==> config.mk <==
export PLATFORM = sky130hd
export DESIGN_NAME = pwm_meas32
export DESIGN_NICKNAME = d
export VERILOG_FILES = /design/src/rtl/pwm_meas32_pkg.sv /design/src/rtl/pwm_meas_prescaler.sv /design/src/rtl/pwm_meas32.sv
export SDC_FILE = /design/constraint.sdc
export NUM_CORES = 1
export LEC_CHECK = 0
export ABC_AREA = 1
export BUFFER_PORTS_ARGS = -buffer_cell sky130_fd_sc_hd__buf_2
export CORE_MARGIN = 2
export CORE_UTILIZATION = 54
export CTS_CLUSTER_DIAMETER = 80
export DETAILED_ROUTE_END_ITERATION = 6
export PLACE_DENSITY_LB_ADDON = 0.3
export SETUP_SLACK_MARGIN = 0.2
export SYNTH_ARGS = -nofsm -noshare
export SYNTH_HDL_FRONTEND = slang
export SYNTH_SLANG_ARGS = --single-unit
==> constraint.sdc <==
create_clock -name clk -period 5.7 [get_ports clk]
set_input_delay 0.57 -clock clk [delete_from_list [all_inputs] [get_ports clk]]
set_output_delay 0.57 -clock clk [all_outputs]
set_load 0.01 [all_outputs]
==> src/rtl/pwm_meas32_pkg.sv <==
// Shared definitions for the PWM period/high-time measurement block.
// Holds the FSM state encoding, counter widths and a saturating add.
package pwm_meas32_pkg;

  localparam int CNT_W = 32;
  localparam int PRE_W = 16;

  typedef enum logic [1:0] {
    IDLE      = 2'd0,
    WAIT_RISE = 2'd1,
    MEAS_HIGH = 2'd2,
    MEAS_LOW  = 2'd3
  } meas_state_e;

  // Adds the tick to a counter value, clamping at all-ones so a very long
  // pulse reads as "at least this long" instead of wrapping to a small value.
  function automatic logic [CNT_W-1:0] sat_add_tick(input logic [CNT_W-1:0] cnt,
                                                    input logic             tick);
    logic [CNT_W-1:0] result;
    if (tick && (cnt != {CNT_W{1'b1}})) begin
      result = cnt + {{(CNT_W-1){1'b0}}, 1'b1};
    end else begin
      result = cnt;
    end
    return result;
  endfunction

endpackage

==> src/rtl/pwm_meas_prescaler.sv <==
// Clock prescaler: emits a one-cycle tick every PRE+1 enabled clocks.
// The restart input realigns the tick phase to a reference event.
module pwm_meas_prescaler
  import pwm_meas32_pkg::*;
(
  input  logic             clk,
  input  logic             rst_n,
  input  logic             EN,
  input  logic [PRE_W-1:0] PRE,
  input  logic             restart,
  output logic             tick
);

  logic [PRE_W-1:0] pcnt_q;
  logic [PRE_W-1:0] pcnt_d;

  assign tick = EN & (pcnt_q == PRE);

  // Next prescale count: held at zero when disabled or restarted, wraps on tick.
  always_comb begin
    pcnt_d = pcnt_q;
    if (restart || !EN) begin
      pcnt_d = '0;
    end else if (tick) begin
      pcnt_d = '0;
    end else begin
      pcnt_d = pcnt_q + {{(PRE_W-1){1'b0}}, 1'b1};
    end
  end

  // Prescale count register.
  always_ff @(posedge clk or negedge rst_n) begin
    if (!rst_n) begin
      pcnt_q <= '0;
    end else begin
      pcnt_q <= pcnt_d;
    end
  end

endmodule

==> src/rtl/pwm_meas32.sv <==
// PWM measurement unit: synchronizes an external PWM pin, measures period and
// high time in prescaler ticks, and reports completion, timeout and overrun.
module pwm_meas32
  import pwm_meas32_pkg::*;
(
  input  logic             clk,
  input  logic             rst_n,
  input  logic             EN,
  input  logic [PRE_W-1:0] PRE,
  input  logic [CNT_W-1:0] TMO,
  input  logic             PWMIN,
  input  logic             MF_CLR,
  input  logic             TOF_CLR,
  input  logic             OVRF_CLR,
  output logic [CNT_W-1:0] PERIOD,
  output logic [CNT_W-1:0] HIGH,
  output logic             MF,
  output logic             TOF,
  output logic             OVRF,
  output logic             BUSY
);

  meas_state_e      state_q, state_d;
  logic             sync1_q, sync1_d;
  logic             sync2_q, sync2_d;
  logic             prev_q, prev_d;
  logic [CNT_W-1:0] cnt_q, cnt_d;
  logic [CNT_W-1:0] hcnt_q, hcnt_d;
  logic [CNT_W-1:0] period_q, period_d;
  logic [CNT_W-1:0] high_q, high_d;
  logic             mf_q, mf_d;
  logic             tof_q, tof_d;
  logic             ovrf_q, ovrf_d;

  logic             rise;
  logic             fall;
  logic             tick;
  logic             accept_rise;
  logic             capture;
  logic             timeout;
  logic             tmo_hit;
  logic [CNT_W-1:0] cnt_next;

  assign rise = sync2_q & ~prev_q;
  assign fall = ~sync2_q & prev_q;

  pwm_meas_prescaler u_prescaler (
    .clk     (clk),
    .rst_n   (rst_n),
    .EN      (EN),
    .PRE     (PRE),
    .restart (accept_rise),
    .tick    (tick)
  );

  // Two-flop synchronizer followed by a history register for edge detection.
  always_comb begin
    sync1_d = PWMIN;
    sync2_d = sync1_q;
    prev_d  = sync2_q;
  end

  // Measurement FSM: next state, counters and captured results.
  // The timeout compare uses >= so that a count which passes TMO during an
  // edge cycle (edges win over timeout) still terminates on a later tick.
  always_comb begin
    state_d     = state_q;
    cnt_d       = cnt_q;
    hcnt_d      = hcnt_q;
    period_d    = period_q;
    high_d      = high_q;
    accept_rise = 1'b0;
    capture     = 1'b0;
    timeout     = 1'b0;
    cnt_next    = sat_add_tick(cnt_q, tick);
    tmo_hit     = (TMO != '0) && (cnt_next >= TMO);

    if (!EN) begin
      state_d = IDLE;
      cnt_d   = '0;
    end else begin
      case (state_q)
        IDLE: begin
          state_d = WAIT_RISE;
          cnt_d   = '0;
        end
        WAIT_RISE: begin
          if (rise) begin
            accept_rise = 1'b1;
            cnt_d       = '0;
            state_d     = MEAS_HIGH;
          end
        end
        MEAS_HIGH: begin
          if (fall) begin
            hcnt_d  = cnt_next;
            cnt_d   = cnt_next;
            state_d = MEAS_LOW;
          end else if (tmo_hit) begin
            timeout = 1'b1;
            cnt_d   = '0;
            state_d = WAIT_RISE;
          end else begin
            cnt_d = cnt_next;
          end
        end
        MEAS_LOW: begin
          if (rise) begin
            accept_rise = 1'b1;
            capture     = 1'b1;
            period_d    = cnt_next;
            high_d      = hcnt_q;
            cnt_d       = '0;
            state_d     = MEAS_HIGH;
          end else if (tmo_hit) begin
            timeout = 1'b1;
            cnt_d   = '0;
            state_d = WAIT_RISE;
          end else begin
            cnt_d = cnt_next;
          end
        end
        default: begin
          state_d = IDLE;
          cnt_d   = '0;
        end
      endcase
    end
  end

  // Sticky flags: a set event in the same cycle as its clear keeps the flag set.
  always_comb begin
    mf_d   = capture | (mf_q & ~MF_CLR);
    tof_d  = timeout | (tof_q & ~TOF_CLR);
    ovrf_d = (capture & mf_q) | (ovrf_q & ~OVRF_CLR);
  end

  // State, counter, result and flag registers.
  always_ff @(posedge clk or negedge rst_n) begin
    if (!rst_n) begin
      state_q  <= IDLE;
      sync1_q  <= 1'b0;
      sync2_q  <= 1'b0;
      prev_q   <= 1'b0;
      cnt_q    <= '0;
      hcnt_q   <= '0;
      period_q <= '0;
      high_q   <= '0;
      mf_q     <= 1'b0;
      tof_q    <= 1'b0;
      ovrf_q   <= 1'b0;
    end else begin
      state_q  <= state_d;
      sync1_q  <= sync1_d;
      sync2_q  <= sync2_d;
      prev_q   <= prev_d;
      cnt_q    <= cnt_d;
      hcnt_q   <= hcnt_d;
      period_q <= period_d;
      high_q   <= high_d;
      mf_q     <= mf_d;
      tof_q    <= tof_d;
      ovrf_q   <= ovrf_d;
    end
  end

  assign PERIOD = period_q;
  assign HIGH   = high_q;
  assign MF     = mf_q;
  assign TOF    = tof_q;
  assign OVRF   = ovrf_q;
  assign BUSY   = (state_q == MEAS_HIGH) || (state_q == MEAS_LOW);

endmodule

==> After elaboration in Yosys (flattened, before gate mapping) <==
Cells that the tools add are included.
{ "word_totals": {"mem_count": 0, "mem_bits_ro": 0, "ramBits": 0, "latchBits": 0, "reg_bits": 152, "inputBits": 55} }
{ "op_classes": {"n_addsub": 2, "n_shift": 0, "mux": 25, "reduce_logical": 10, "bitwise_logic": 15, "mul": 0, "eq_ne": 6, "div": 0, "magnitude_cmp": 1} }
{ "ops": {"columns": ["operator", "n"], "rows": [
  ["two-way mux 32 bit", 6],
  ["one-hot mux 32 bit (4 select lines)", 1],
  ["adder 32 x 1 -> 32 bit (second input constant)", 1],
  [">= comparator 32 bit", 1],
  ["two-way mux 16 bit", 2],
  ["!= test 32 bit (second input constant)", 1],
  ["nonzero test 32 bit", 1],
  ["adder 16 x 1 -> 16 bit (second input constant)", 1],
  ["equality test 16 bit", 1],
  ["two-way mux 2 bit", 5],
  ["two-way mux 1 bit", 9],
  ["one-hot mux 2 bit (4 select lines)", 1],
  ["bitwise AND 1 bit", 7],
  ["AND reduction 3 bit", 2],
  ["inverter 1 bit", 5],
  ["equality test 2 bit (second input constant)", 2],
  ["!= test 3 bit (second input constant)", 1],
  ["bitwise OR 1 bit", 3],
  ["equality test 2 x 1 -> 1 bit (second input constant)", 1],
  ["logical AND 1 bit", 2],
  ["logical NOT 2 bit", 1],
  ["logical OR 1 bit", 2],
  ["one-hot mux 1 bit (2 select lines)", 1],
  ["OR reduction 2 bit", 1],
  ["logical NOT 1 bit", 1]
]} }

==> Longest topological paths before layout <==
Gate-level depths: netlist of the first run.
{ "depth": {"word_depth": 11, "ltp_mapped": 28, "mapped_depth_nobuf": 28} }

==> By module <==
A second synthesis of the first run with hierarchy kept.
{ "unflattened": {"hier_cells": 1269, "area_unflattened_um2": 8971.1} }
{ "modules_own_cells": {"columns": ["mod", "cells_each", "area_per_inst_um2", "instances"], "rows": [
  ["pwm_meas32", 1082, 7790.0, 1],
  ["pwm_meas_prescaler", 187, 1181.1, 1]
]} }

==> Worst setup path before layout of the first run <==
No wires, ideal clock.
{ "synth_timing": {"kind": "register -> register", "start": "register cnt_q[0]", "end": "register cnt_q[10]", "stages_incl_launch_ff": 25, "t_required_ns": 5.570, "setup_time_ns": 0.130, "t_arrival_ns": 2.991, "path_slack_ns": 2.580, "synth_period_minus_slack_ns": 3.120, "path_buffers": 2, "path_cell_list": "dfrtp_1 > ha_1 > nand3_2 > inv_2 > nand2_2 > nor2_4 > nand3_2 > nand4_4 > buf_6 > nand2_1 > nand2_1 > inv_1 > ha_1 > nand2_1 > nor2_1 > nand2_1 > nor2_1 > nor2_1 > nand2_1 > nand2_1 > nand2_1 > nand3_1 > nand2_1 > clkbuf_1 > o21bai_1"} }
{ "synth_between": {"elab_chain_cells": 9, "elab_cells_between_ends": 11, "cone_classes": "add/sub (1); order compare (1); eq/ne (1); mux (6); reduce/logical (2)"} }
{ "synth_rtl": {"columns": ["item", "line_no", "text"], "rows": [
  ["from (decl)", "pwm_meas32.sv:27", "logic [CNT_W-1:0] cnt_q, cnt_d;"],
  ["from (signal assigned)", "pwm_meas32.sv:157", "cnt_q <= cnt_d;"],
  ["parallel branches: the longest is 2 deep, another holds adder 32 x 1 -> 32 bit", null, null],
  ["two-way mux 32 bit *", "pwm_meas32_pkg.sv:20", "if (tick && (cnt != {CNT_W{1'b1}})) begin"],
  ["via cnt_next[15]", "pwm_meas32.sv:42", "logic [CNT_W-1:0] cnt_next;"],
  [">= comparator 32 bit *", "pwm_meas32.sv:76", "tmo_hit = (TMO != '0) && (cnt_next >= TMO);"],
  ["logical AND 1 bit *", "pwm_meas32.sv:76", null],
  ["two-way mux 32 bit *", "pwm_meas32.sv:99, pwm_meas32.sv:115", null],
  ["two-way mux 32 bit, on equally long branches", "pwm_meas32.sv:108, pwm_meas32.sv:95", null],
  ["one-hot mux 32 bit (4 select lines) *", "pwm_meas32.sv:82", "case (state_q)"],
  ["two-way mux 32 bit *", "pwm_meas32.sv:78", "if (!EN) begin"]
]} }
Mark *: on every way through the listed nets, which the timed path passes.
A chain may end at the register's enable or synchronous reset.

==> Worst setup path after layout of the first run <==
{ "layout_timing": {"start": "register cnt_q[0]", "end": "register cnt_q[5]"} }
The elaborated chain is that of the path after synthesis.

==> results of run 1 <==
-- cells in the final DEF (no fill, tap or decap), types with 4 or more instances in the layout --
master,synthesis,final
nand3_2,17,17
nand4_1,20,20
clkbuf_16,0,17
o21ai_1,60,60
o21ai_0,9,9
a21oi_1,16,16
buf_4,3,7
nor4_1,6,6
nor2_2,3,4
inv_6,0,5
xor2_1,33,33
dfrtp_1,152,152
inv_2,10,10
nand2_1,423,423
o21bai_1,32,32
ha_1,34,34
inv_1,164,164
nand2_2,6,6
nor2_1,132,131
nor3_1,10,10
nand3_1,68,68
buf_2,4,121
-- registers in the layout (all words and copies together), names as in the netlist --
register,cells
PERIOD,32
state_q,2
OVRF,1
HIGH,32
prev_d,1
sync1_q,1
hcnt_q,32
u_prescaler.pcnt_q,16
prev_q,1
MF,1
cnt_q,32
TOF,1
-- synth_stat cells, types with 3 or more instances --
| cell type | instances |
|---|---|
| nand2_1 | 423 |
| inv_1 | 164 |
| dfrtp_1 | 152 |
| nor2_1 | 132 |
| nand3_1 | 68 |
| o21ai_1 | 60 |
| ha_1 | 34 |
| xor2_1 | 33 |
| o21bai_1 | 32 |
| clkbuf_1 | 24 |
| nand4_1 | 20 |
| nand3_2 | 17 |
| a21oi_1 | 16 |
| inv_2 | 10 |
| nor3_1 | 10 |
| o21ai_0 | 9 |
| nand2_2 | 6 |
| nor4_1 | 6 |
| buf_6 | 5 |
| buf_2 | 4 |
| buf_1 | 3 |
| buf_4 | 3 |
| nor2_2 | 3 |
| xnor2_1 | 3 |
-- power groups by stage --
stage	combinational, mW	clock [mW]	sequential [mW]
after floorplan	0.132	0	1.24
after global placement	0.261	0	1.23
after detailed placement	0.266	0	1.23
after CTS	0.268	1.12	1.21
after global routing	0.305	1.16	1.22
final	0.263	1.10	1.21
-- kinds of logic (layout without fill, tap and decap cells) --
kind of cell	after synthesis	count (layout)	synth area share
AO/OA/AOI/OAI	123	123	0.07776
AND/OR/NAND/NOR	693	693	0.3258
buffers and inverters	214	335	0.09568
adder cells (fa/ha/maj)	34	34	0.04688
XOR/XNOR	36	36	0.03475
flip-flops	152	152	0.4191
-- worst max-delay path, cell delays in order, from the launching register on --
cell and delay, ps:
dfrtp_1 450, ha_1 320, nand3_2 170, inv_2 100, nand2_2 80, nor2_4 180
nand3_2 140, nand4_4 380, nand2_1 130, nand2_1 160, inv_1 70, ha_1 300
nand2_1 70, nor2_1 130, nand4_1 190, nor2_1 200, nand2_1 70, nand2_1 80
nand3_1 70, nand2_1 80, buf_4 230, o21bai_1 90
-- final timing paths --
kind                                                   end  cells past startpoint                 start  slack (ps)
setup / recovery                      cnt_q[5]$_DFFE_PN0P_                     21  cnt_q[0]$_DFFE_PN0P_        1850
hold / removal             u_prescaler.pcnt_q[7]$_DFF_PN0_                      1                 rst_n         190
setup reg to reg                      cnt_q[5]$_DFFE_PN0P_                     21  cnt_q[0]$_DFFE_PN0P_        1850
hold reg to reg                           prev_d$_DFF_PN0_                      0     sync1_q$_DFF_PN0_         350
max in group asynchronous            cnt_q[24]$_DFFE_PN0P_                      2                 rst_n        4100
min in group clk                         sync1_q$_DFF_PN0_                      1                 PWMIN         250
-- metal layers --
metal | global-route usage | vias up | wire length, µm
met1 | 0.3697 | 3779 | 10440
met3 | 0.04186 | 26 | 1110
met5 | 0 | - | 0
li1 | - | 4137 | -
met2 | 0.4227 | 229 | 10410
met4 | 0.07979 | 0 | 371
-- cell type report --
cell class	count	area [µm²]	area share
flip-flops and latches	152	3804	0.3665
multi-input cells	886	4405	0.4245
inverters	174	653.1	0.06293
repair buffers	129	669.4	0.06450
clock inverters	14	132.6	0.01278
well taps	220	275.3	0.02652
clock buffers	18	439.2	0.04231
==> out/qor.csv, run 1 <==
stage;metric;value;unit
cells_and_area;Area Growth Syn to Fin;14.37;%
route;DRT iter0 DRCs;524;
clock_tree;Post-CTS Resized;0;
floorplan;die height;133.6;µm
power;clock share of power;0.426;
sta;Clock Skew;10.24;ps
cells_and_area;# fillers;1458;
placed_design;Place WS;1843;ps
cells_and_area;antenna diode count;0;
synth;Ys Warns;0;
sta;Hold Fails Final Rpt;0;
sta;Final Slew Violations;0;
clock_tree;Max Root-Sink Buffers;2;
sta;Tcrit/Tclk final;0.6762;
sta;Worst slew margin;0.2679;
sta;hold_ws;186.8;ps
setup_path;CP startpoint kind;register;
cells_and_area;final instance area;10380;µm²
route;antenna-violating nets left;0;
floorplan;CORE AREA;16520;µm²
synth;EDFF count, synth;0;
floorplan;number of I/O pins;123;
power;Flop pwr share;0.472;
synth;Synth cell types;36;
sta;PnR worst setup slack;1845;ps
synth;syn_nets;1341;
grt;number of global-route vias before repair;7704;
clock_tree;CTS tree;done;
floorplan;Die ar.;17860;µm²
floorplan;# rows;47;
power;Final Power;2.575;mW
grt;largest net degree at the start of global routing;95;
power;combinational share of power;0.102;
sta;RSZ-0062 raised after global routing;false;
synth;syn_area_per_cell;7.248;µm²
clock_tree;hold buffer count at cts;0;
grt;first-pass GRT wire length;37640;µm
synth;Post-Syn Area;9075;µm²
sta;Final setup viols;0;
route;WL per Instance;14.02;µm
floorplan;Die X;133.6;µm
placed_design;dpl cell area;9807;µm²
setup_path;critical path class;reg -> reg;
cells_and_area;nets;1449;
sta;crit path time final;3855;ps
placed_design;port buffer count;122;
synth;fraction of registers with async set/reset;1.000;
sta;f_max;0.2594;GHz
route;Routed Wire Length;22340;µm
grt;initial antenna violation count;0;
power;Pint;1.853;mW
placed_design;placed cell count;1561;
cells_and_area;final core utilization;0.6281;
outcome;status;complete, no violations;
clock_tree;Clk Tree Root Cell;clkbuf_16;
grt;gr ovfl total;0;
setup_path;Arrival @ worst endpoint;4160;ps
placed_design;Final GP Congestion;0.9400;
clock_tree;clock input transition at the sequential cells of the worst setup and hold paths;70;ps
clock_tree;CTS Sinks;152;
route;Vias per Instance;5.129;
setup_path;worst-path fanout max;31;
cells_and_area;non-filler cells, final;1593;
hold_path;min-delay worst type;in -> async;
synth;Post-Synthesis Cells;1252;
setup_path;crit path capture type;register;
flow_run;max-cap violations;0;
sta;Least-Margin Pin Slew;1097;ps
grt;Tot GR Track Use;0.2633;
floorplan;starting density of the core;0.5492;
power;Sw Ratio;0.2807;
power;power per cell area;248.1;nW/µm²
clock_tree;postcts setup bufs;0;
synth;share of the synthesized area in the top cell type;0.4191;
sta;TNS Setup;0;ps
synth;post-synthesis register bit count;152;
power;Leak;5.586;nW
synth;Main synth FF type;dfrtp_1;
power;NetSw;722.9;µW
route;drt first pass iters;5;
power;maximum vdd ir drop;0.1997;mV
synth;Synth area leader;dfrtp_1;
setup_path;WP data required;6010;ps
synth;post-synthesis sequential area ratio;0.4191;
route;DRC viols;0;
placed_design;dpl hpwl;16190;µm
clock_tree;CTS buffer count;17;
clock_tree;latest clock arrival within the worst-skew pair;430;ps
clock_tree;CTS H-tree lvls;4;
synth;synth top area cells;dfrtp_1 (42%), nand2_1 (17%), inv_1 (6.8%);
route;routed via count;8171;
cells_and_area;share of cells above drive strength 1;0.1486;
(Power assumes the default switching activity.)
==> inputs of run 2 (changes only) <==
CORE_UTILIZATION = 53   (was 54)
clock period = 3.5 ns   (was 5.7 ns; I/O delays follow)
==> run 2 against run 1 <==
Critical path type unchanged. Clock power increased by 61%. Wire length grew 16%. Total power up 65%. The flow now finishes with violations (design-rule violations). Flip-flop and latch count did not move. Critical path depth did not move. Critical endpoint is now cnt_q[22]$_DFFE_PN0P_. Combinational power rose by 93%. Non-clock buffer count grew 66. Die area rose by 1.8%. Hold slack got worse by 170 ps. Largest cell class unchanged.
==> out/qor.csv, run 2 (synthesized netlist as in run 1, its figures left out) <==
stage;metric;value;unit
outcome;status;finished with violations;
outcome;failing checks;design-rule violations;
route;WL per Instance;15.61;µm
cells_and_area;# fillers;1306;
setup_path;Crit path largest cell delay;460;ps
clock_tree;latest clock arrival within the worst-skew pair;440;ps
grt;number of global-route vias before repair;7766;
clock_tree;CTS tree;done;
sta;TNS Setup;0;ps
grt;largest net degree at the start of global routing;80;
clock_tree;Max Root-Sink Buffers;2;
floorplan;# rows;47;
hold_path;min-delay worst type;in -> reg;
route;DRC viols;5;
clock_tree;clock input transition at the sequential cells of the worst setup and hold paths;70;ps
power;clock share of power;0.416;
sta;Hold Fails Final Rpt;0;
floorplan;CORE AREA;16640;µm²
clock_tree;Clk Tree Root Cell;clkbuf_16;
floorplan;starting density of the core;0.5453;
placed_design;dpl hpwl;16280;µm
placed_design;Place WS;-54.35;ps
sta;Least-Margin Pin Slew;1182;ps
cells_and_area;final instance area;11870;µm²
sta;f_max;0.2975;GHz
setup_path;Worst R2R Start;u_prescaler.pcnt_q[8]$_DFF_PN0_;
placed_design;port buffer count;122;
setup_path;worst-path fanout max;8;
sta;RSZ-0062 raised after global routing;true;
setup_path;CP delay by family, top;simple AND/OR/NAND/NOR gates;
sta;hold_ws;11.89;ps
cells_and_area;final core utilization;0.7131;
setup_path;CP cell instances;xnor2_2 > nand3_1 > nor2_4 > nand2_2 > nor2_8 > buf_12 > buf_16 > nand3_4 > nand2_2 > inv_2 > ha_4 > nand2_2 > nor2_4 > nand4_1 > nor2_2 > nand2_4 > nand2_4 > nand3_4 > nand2_8 > clkbuf_16 > o21bai_1;
setup_path;Arrival @ worst endpoint;3680;ps
power;Sw Ratio;0.2860;
grt;Tot GR Track Use;0.2606;
clock_tree;CTS buffer count;17;
hold_path;min-delay src;PWMIN;
floorplan;die height;134.9;µm
cells_and_area;commonest non-fill, non-tap cell in the layout;nand2_1;
floorplan;number of I/O pins;123;
sta;Clock Skew;6.117;ps
route;DRT iter0 DRCs;896;
power;Pint;3.035;mW
setup_path;CP startpoint kind;register;
route;routed via count;8839;
power;combinational share of power;0.119;
route;Routed Wire Length;25900;µm
sta;Final setup viols;0;
grt;first-pass GRT wire length;37620;µm
cells_and_area;share of cells above drive strength 1;0.2766;
sta;PnR worst setup slack;138.7;ps
placed_design;dpl cell area;9925;µm²
setup_path;WP data required;3820;ps
sta;crit path time final;3361;ps
floorplan;Die ar.;18190;µm²
clock_tree;CTS H-tree lvls;4;
placed_design;Final GP Congestion;0.9118;
cells_and_area;non-filler cells, final;1659;
power;Leak;6.001;nW
placed_design;placed cell count;1570;
sta;Final Slew Violations;0;
cells_and_area;most frequent cells in the layout;nand2_1 (366), inv_1 (153), dfrtp_1 (147);
route;Vias per Instance;5.328;
setup_path;CP most frequent cell;nand2_2;
route;antenna-violating nets left;0;
flow_run;max-cap violations;0;
route;drt first pass iters;7;
setup_path;slowest stage cell, crit path;dfrtp_1;
power;NetSw;1.216;mW
grt;initial antenna violation count;0;
power;Flop pwr share;0.465;
cells_and_area;antenna diode count;0;
cells_and_area;nets;1515;
floorplan;Die X;134.9;µm
grt;gr ovfl total;0;
setup_path;critical path class;reg -> reg;
setup_path;WP buf/inv;4;
power;Final Power;4.251;mW
setup_path;crit path capture type;register;
clock_tree;CTS Sinks;152;
sta;Worst slew margin;0.2109;
power;maximum vdd ir drop;0.3298;mV
cells_and_area;Area Growth Syn to Fin;30.77;%
power;power per cell area;358.2;nW/µm²
setup_path;Critical Path Start;u_prescaler.pcnt_q[8]$_DFF_PN0_;
sta;Tcrit/Tclk final;0.9604;
run 2: cell count changes in the layout (fill, tap and decap cells not counted), sizes merged:
cell and delta:
clkbuf +4, clkinvlp +3, bufbuf +1, buf +59
dlygate4sd3 +1, clkinv -2
run 2: worst reg2reg max path: cells and delay by family (launching register included):
family                   cells  cell delay (ps)
flip-flops                   1              460
AND/OR/NAND/NOR             14             1730
buffers and inverters        4              510
XOR/XNOR                     1              240
AO/OA/AOI/OAI                1               70
adder cells (fa/ha/maj)      1              250
run 2: per-layer routing:
| metal | up-vias | track usage | wire (µm) | part of all wire |
|---|---|---|---|---|
| met5 | - | 0.02500 | 0 | 0 |
| met4 | 0 | 0.08304 | 768 | 0.030 |
| met3 | 80 | 0.03641 | 1766 | 0.068 |
| met2 | 324 | 0.4261 | 12270 | 0.47 |
| met1 | 4159 | 0.3582 | 11090 | 0.43 |
| li1 | 4276 | - | - | - |
run 2: path summary, 6_finish.rpt:
check	to	slack (ps)	cells after the start
max in group asynchronous	HIGH[15]$_DFFE_PN0P_	2120	3
hold reg to reg	prev_d$_DFF_PN0_	350	0
min in group asynchronous	u_prescaler.pcnt_q[6]$_DFF_PN0_	490	2
setup reg to reg	cnt_q[22]$_DFFE_PN0P_	140	21
hold / removal	sync1_q$_DFF_PN0_	10	1
setup / recovery	cnt_q[22]$_DFFE_PN0P_	140	21
run 2: power by group through the flow:
stage / Clock [mW] / Combinational [mW] / Sequential (mW)
after floorplan: 0 / 0.216 / 2.02
after global placement: 0 / 0.427 / 2.00
after detailed placement: 0 / 0.437 / 2.01
after CTS: 1.78 / 0.445 / 1.98
after global routing: 1.86 / 0.572 / 1.99
final: 1.77 / 0.507 / 1.98
run 2: area by class of cell:
cell class	instances	area (µm²)	area share
clock buffer	17	425.4	0.03585
clock inverter	15	135.1	0.01139
inverter	174	653.1	0.05503
multi-input combinational	886	5182	0.4367
sequential	152	3810	0.3210
tap	220	275.3	0.02319
timing repair buffer	195	1386	0.1168
run 2: repair_timing:
item                                   in CTS  in global routing
gates cloned                                2                  6
setup endpoints to repair                  35                 35
hold buffers                                1                  0
endpoints found under the hold margin      22                  0
setup buffers                               3                 45
gates resized for setup                    15                160
pin swaps                                   0                 71
